**src/rtl/rx_cic.sv**
```systemverilog
// rx_cic: variable-rate CIC decimator (N integrators, N combs, M=1) feeding a
// single-entry valid/ready output register with drop and over-range flags.
module rx_cic #(
  parameter int IN_W   = 14,
  parameter int OUT_W  = 16,
  parameter int N      = 5,
  parameter int RATE_W = 12
) (
  input  logic                    clk,
  input  logic                    reset,
  input  logic                    clken,
  input  logic                    in_valid,
  input  logic signed [IN_W-1:0]  in_data,
  input  logic                    in_ovr,
  input  logic [RATE_W-1:0]       rate,
  output logic                    out_valid,
  input  logic                    out_ready,
  output logic signed [OUT_W-1:0] out_data,
  output logic [1:0]              out_error
);

  localparam int W  = IN_W + N * RATE_W;
  localparam int DW = $clog2(N + 1);
  localparam int LW = $clog2(RATE_W + 1);
  localparam int SW = $clog2(W);

  function automatic logic [RATE_W-1:0] eff_rate(input logic [RATE_W-1:0] r);
    return (r < RATE_W'(4)) ? RATE_W'(4) : r;
  endfunction

  function automatic logic [LW-1:0] ceil_log2(input logic [RATE_W-1:0] r);
    logic [RATE_W-1:0] m;
    logic [LW-1:0]     l;
    m = r - 1'b1;
    l = '0;
    for (int i = 0; i < RATE_W; i++)
      if (m[i]) l = LW'(i + 1);
    return l;
  endfunction

  logic [RATE_W-1:0]       rate_reg;
  logic [RATE_W-1:0]       rate_new;
  logic [RATE_W-1:0]       cnt_reg;
  logic [LW-1:0]           l_reg;
  logic signed [W-1:0]     integ_reg  [N];
  logic signed [W-1:0]     integ_next [N];
  logic signed [W-1:0]     stg_data   [N+1];
  logic signed [W-1:0]     comb_dly   [N];
  logic signed [W-1:0]     comb_diff  [N];
  logic [N:0]              stg_vld;
  logic [N:0]              stg_ovr;
  logic                    strobe_reg;
  logic                    strobe_ovr_reg;
  logic                    ovr_acc_reg;
  logic                    drop_reg;
  logic [DW-1:0]           discard_reg;
  logic                    accept;
  logic                    wrap;
  logic                    rate_change;
  logic [SW-1:0]           shift_amt;
  logic signed [OUT_W-1:0] scaled;

  assign accept      = clken & in_valid;
  assign wrap        = accept && (cnt_reg == rate_reg - 1'b1);
  assign rate_new    = eff_rate(rate);
  assign rate_change = wrap && (rate_new != rate_reg);

  // Take the OUT_W bits just below the top of the N*L-bit gain.
  assign shift_amt = SW'(N * l_reg - (OUT_W - IN_W));
  assign scaled    = OUT_W'(stg_data[N] >>> shift_amt);

  always_comb begin
    integ_next[0] = integ_reg[0] + W'(in_data);
    for (int k = 1; k < N; k++)
      integ_next[k] = integ_reg[k] + integ_next[k-1];
  end

  for (genvar gi = 0; gi < N; gi++) begin : g_comb
    assign comb_diff[gi] = stg_data[gi] - comb_dly[gi];
  end

  always_ff @(posedge clk) begin
    if (reset) begin
      rate_reg <= rate_new;
      l_reg    <= ceil_log2(rate_new);
      cnt_reg  <= '0;
      for (int k = 0; k < N; k++) begin
        integ_reg[k] <= '0;
        comb_dly[k]  <= '0;
      end
      for (int k = 0; k <= N; k++) stg_data[k] <= '0;
      stg_vld        <= '0;
      stg_ovr        <= '0;
      strobe_reg     <= 1'b0;
      strobe_ovr_reg <= 1'b0;
      ovr_acc_reg    <= 1'b0;
      drop_reg       <= 1'b0;
      discard_reg    <= DW'(N);
      out_valid      <= 1'b0;
      out_data       <= '0;
      out_error      <= '0;
    end else begin
      strobe_reg <= 1'b0;
      if (accept) begin
        for (int k = 0; k < N; k++) integ_reg[k] <= integ_next[k];
        if (wrap) begin
          cnt_reg     <= '0;
          ovr_acc_reg <= 1'b0;
          rate_reg    <= rate_new;
          l_reg       <= ceil_log2(rate_new);
          if (!rate_change) begin
            strobe_reg     <= 1'b1;
            strobe_ovr_reg <= ovr_acc_reg | in_ovr;
          end
        end else begin
          cnt_reg     <= cnt_reg + 1'b1;
          ovr_acc_reg <= ovr_acc_reg | in_ovr;
        end
      end

      // Capture the last integrator one clock after the strobe, then comb.
      stg_vld[0] <= strobe_reg;
      if (strobe_reg) begin
        stg_data[0] <= integ_reg[N-1];
        stg_ovr[0]  <= strobe_ovr_reg;
      end
      for (int k = 1; k <= N; k++) begin
        stg_vld[k] <= stg_vld[k-1];
        if (stg_vld[k-1]) begin
          stg_data[k]   <= comb_diff[k-1];
          stg_ovr[k]    <= stg_ovr[k-1];
          comb_dly[k-1] <= stg_data[k-1];
        end
      end

      if (out_valid && out_ready) out_valid <= 1'b0;
      if (stg_vld[N]) begin
        if (discard_reg != '0) begin
          discard_reg <= discard_reg - 1'b1;
        end else if (!out_valid || out_ready) begin
          out_valid <= 1'b1;
          out_data  <= scaled;
          out_error <= {stg_ovr[N], drop_reg};
          drop_reg  <= 1'b0;
        end else begin
          drop_reg <= 1'b1;
        end
      end

      // A new rate restarts the filter from zero; its first N outputs are transients.
      if (rate_change) begin
        for (int k = 0; k < N; k++) begin
          integ_reg[k] <= '0;
          comb_dly[k]  <= '0;
        end
        for (int k = 0; k <= N; k++) stg_data[k] <= '0;
        stg_vld     <= '0;
        strobe_reg  <= 1'b0;
        discard_reg <= DW'(N);
      end
    end
  end

endmodule

```
**config.mk**
```make
export PLATFORM = sky130hd
export DESIGN_NAME = rx_cic
export DESIGN_NICKNAME = d
export VERILOG_FILES = /design/src/rtl/rx_cic.sv
export SDC_FILE = /design/constraint.sdc
export NUM_CORES = 2
export LEC_CHECK = 0
export CAP_MARGIN = 0
export CELL_PAD_IN_SITES_DETAIL_PLACEMENT = 0
export CELL_PAD_IN_SITES_GLOBAL_PLACEMENT = 2
export CORE_MARGIN = 1.5
export CORE_UTILIZATION = 35
export DETAILED_ROUTE_END_ITERATION = 6
export GPL_TIMING_DRIVEN = 0
export PLACE_DENSITY_LB_ADDON = 0.3
export SLEW_MARGIN = 20
export SYNTH_ARGS = -nofsm -noshare
export SYNTH_HDL_FRONTEND = slang
export SYNTH_SLANG_ARGS = --single-unit
```
**constraint.sdc**
```tcl
create_clock -name clk -period 15.64 [get_ports clk]
set_clock_uncertainty 0.15 [all_clocks]
set_input_delay 1.564 -clock clk [delete_from_list [all_inputs] [get_ports clk]]
set_output_delay 1.564 -clock clk [all_outputs]
set_load 0.005 [all_outputs]
```
==> summary.txt <==
Outcome
  – Result of the run: completed

STA
  – Final count of pins violating max slew: 0
  – Unrepaired setup endpoints after global routing: false
  – Worst Hold Margin: 304.8 ps
  – Number of failing setup endpoints in the final timing report: 0
  – Endpoints failing hold: 0
  – Transition time at the pin with the least slew margin: ~1200 ps
  – Peak clock frequency supported by timing: slightly below 70 MHz
  – Period Utilization, post-route: 94.39%
  – Worst relative slew slack: between 10% and 20%
  – Minimum clock period: between 10,000 and 15,000 ps

Job
  – Number of violations of the max-capacitance limit: 0

Floorplanning
  – Die area: 0.2563 sq mm
  – Area inside the core boundary: around 0.25 sq mm
  – IO Count: 51
  – Effective utilization at floorplan: a little over a third
  – Row count: around 180
  – Die Wd: 506.2 um
  – Y dimension of the die: 506.2 um

Worst setup path
  – Cell count of the worst reg-to-reg path: 56
  – Cell depth of the worst setup path: between 50 and 60
  – Family with the most delay on the worst path: compound AO/OA/AOI/OAI gates
  – Delay of the slowest cell on the worst path: 660 ps
  – Critical register-to-register path startpoint: integ_reg[0][0]
  – Startpoint Class: input pin
  – Number of buffer and inverter stages on the critical path: 4
  – Critical Path Fanout Max: 7
  – Critical path data arrival time: around 15,000 ps
  – Minimum setup slack among reg-to-reg paths: roughly 1800 ps
  – Reg2reg end: integ_reg[0][360]
  – Crit path max-delay cell type: sky130_fd_sc_hd__a211oi_1
  – CP Data Required Time: about 16,000 ps
  – Type of destination of the critical path: register
  – Critical path class: input pin to register

Synth
  – Flip-flop and latch count after synthesis: approximately 1,300
  – Fraction of post-synthesis cell area in the top cell type by area: between 15 and 20%
  – Cell area after synthesis: roughly 0.09 sq mm
  – Warning count from the yosys run: 0
  – Most area-consuming cells after synthesis: sky130_fd_sc_hd__dfxtp_1, sky130_fd_sc_hd__edfxtp_1, sky130_fd_sc_hd__ha_1, sky130_fd_sc_hd__a21oi_1, sky130_fd_sc_hd__mux2i_1
  – Synth unique cells: 106
  – Post-synthesis cell type with the largest combined area: sky130_fd_sc_hd__dfxtp_1
  – Async S/R FF share, synth: 0%
  – Mapped Avg Cell Area: between 8 and 9 sq um
  – Post-synthesis sequential area ratio: between 30% and 40%
  – Main synth FF type: sky130_fd_sc_hd__dfxtp_1
  – List of most frequent post-synthesis cells: sky130_fd_sc_hd__nor2_1, sky130_fd_sc_hd__a21oi_1, sky130_fd_sc_hd__nand2_1
  – Post-Synthesis Net Count: 11,320
  – Cell count after synthesis: about 11,000
  – Count of flip-flops with a built-in enable after synthesis: between 400 and 500
  – Most frequent cell after synthesis: sky130_fd_sc_hd__nor2_1

Place
  – Placer congestion estimate: ~0.89
  – Port-buffer cells: 43
  – DPL Wire Length: roughly 220 mm
  – Cell total after placement: around 14,000
  – Placement Cell Area: between 0.09 and 0.1 sq mm

Detailed routing
  – Routed length per placed instance: 19.56 um
  – Number of remaining DRC errors: 0
  – Number of nets with antenna violations after routing: 0
  – First drt pass iteration count: 6
  – Via count: ~75,000
  – Total detailed-routing wirelength: about 280 mm
  – Iteration-0 DRC Markers: between 4,000 and 5,000
  – Via density per instance: between 5 and 6

Cells and area
  – Layout fillers: 25,760
  – Area taken by multi-input logic gates: 0.05487 sq mm
  – Area taken by flip-flops and latches: 0.02963 sq mm
  – Area Overhead vs Synth: 12.02%
  – Nets: ~12,000
  – Flip-flop count of the largest register, all copies and words added: around 440
  – Finished layout cell area: approximately 0.099 sq mm
  – Layout cells sized above 1: 5.322%
  – Final Non-Filler Cells: about 14,000

Power and ir drop
  – Power density relative to cell area: ~160 mW/mm^2
  – Final Power: between 15,000 and 20,000 uW
  – Leakage: around 0.041 uW
  – Maximum VDD drop: approximately 120 uV

Clock tree
  – Insertion delay of the later-clocked pin in the worst-skew pair: about 800 ps
  – Clock-pin slew reported for the worst setup and hold paths after clock tree synthesis: roughly 60 ps
  – Clock tree from TritonCTS: yes
  – Number of clock sinks: ~1,300
  – Clock root buffer master: sky130_fd_sc_hd__clkbuf_16
  – Clock buffer depth: 3
  – Number of clock buffers inserted by TritonCTS: around 160
  – Clock H-tree levels: 4
  – CTS hold repair buffers: 0

Worst hold path
  – Hold Crit Endpoint: out_data[4]
  – Number of cells traversed by the worst hold path: 2
  – Hold wc startpoint: out_data[4]
  – Min-Delay Path Class: register to register

GRT
  – GR Util All Layers: about a fifth
  – Number of antenna violations at the first check in global routing: 13
  – Pin count of the biggest net entering global routing: 61
  – Global-route wire length before repair: 429.1 mm
  – Via count of the first global-routing pass: 73,210
  – GRT overflow: 0
## cell type report
type,count,area share (%)
antenna,4,0.01008
buffer,507,2.215
clock buffer,206,4.431
clock inverter,86,1.181
inverter,560,2.117
multi-input combinational,8195,55.26
sequential,1250,29.84
tap,3348,4.219
timing repair buffer,57,0.7221
## power by group
group | switching, uW | internal (uW) | leakage (uW) | total (uW)
sequential | 201 | 3630 | 0.0112 | 3830
combinational | 4970 | 2990 | 0.0268 | 7960
clock | 1540 | 2360 | 0.00269 | 3900
## per-layer routing
layer,vias up,track usage (%),routed length [um]
met2,1134,36.23,131000
met5,-,0,0
met4,0,5.720,7279
met1,35410,28.07,131500
met3,335,2.162,8253
li1,37870,-,-
## worst max path at each step
stage	start	endpoint
2_1_floorplan	in_data[6]	integ_reg[0][369]
3_3_place_gp	in_data[13]	integ_reg[0][366]
3_5_place_dp	in_data[0]	integ_reg[0][369]
4_1_cts	in_data[0]	integ_reg[0][369]
5_1_grt	in_data[0]	integ_reg[0][369]
6_report	in_data[0]	integ_reg[0][360]
## per-stage QoR
| step | setup slack [ps] | util [%] | setup TNS (ps) |
|---|---|---|---|
| after global placement | -2417 | 37.06 | -45630 |
| final | 876.7 | 39.46 | 0 |
| after floorplan | 2970 | - | 0 |
| after CTS | 61.54 | 39.40 | 0 |
| after detailed placement | -885.2 | 37.18 | -6617 |
| after global routing | 39.99 | 39.46 | 0 |
## what timing repair did
action,4_1_cts,5_1_grt
endpoints found under the setup margin,1,19
resized for setup,1,22
buffers inserted,0,4
pin swaps,0,2
endpoints found under the hold margin,0,0
gates cloned,0,0
## logic make-up (layout without fill, tap and decap cells)
logic type / after synthesis / after routing / synth area share, %
buffers and inverters: 1068 / 1416 / 4.824
DFF: 1250 / 1250 / 33.43
other: 0 / 4 / 0
and+or+nand+nor: 3290 / 3290 / 16.73
muxes: 493 / 493 / 5.791
adders and majority gates: 773 / 773 / 11.01
AOI/OAI and AO/OA: 2928 / 2928 / 21.13
xor gates and xnor gates: 711 / 711 / 7.086
## placed cells by master, fill, tap and decap left out, types with 135 or more instances in the layout
master and instances:
sky130_fd_sc_hd__xor2_1 299, sky130_fd_sc_hd__clkbuf_16 162, sky130_fd_sc_hd__mux2i_1 461, sky130_fd_sc_hd__and3_1 186, sky130_fd_sc_hd__ha_1 761, sky130_fd_sc_hd__clkbuf_1 357
sky130_fd_sc_hd__dfxtp_1 790, sky130_fd_sc_hd__edfxtp_1 460, sky130_fd_sc_hd__inv_1 560, sky130_fd_sc_hd__o21ai_0 403, sky130_fd_sc_hd__nand4_1 135, sky130_fd_sc_hd__nand3_1 151
sky130_fd_sc_hd__nor2_1 1171, sky130_fd_sc_hd__a21o_1 589, sky130_fd_sc_hd__a21oi_1 1067, sky130_fd_sc_hd__nor3_1 156, sky130_fd_sc_hd__nand2_1 1037, sky130_fd_sc_hd__xnor2_1 407
## worst register-to-register path: cells and delay by family, from the launching register on
family          cells  cell delay (ps)
compound gates     28             6700
flops               1              330
buf+inv             3              490
simple gates       14             3060
fa+ha+maj           6             1990
xor+xnor            5             1000
No activity file was read; power rests on OpenSTA's default activity.
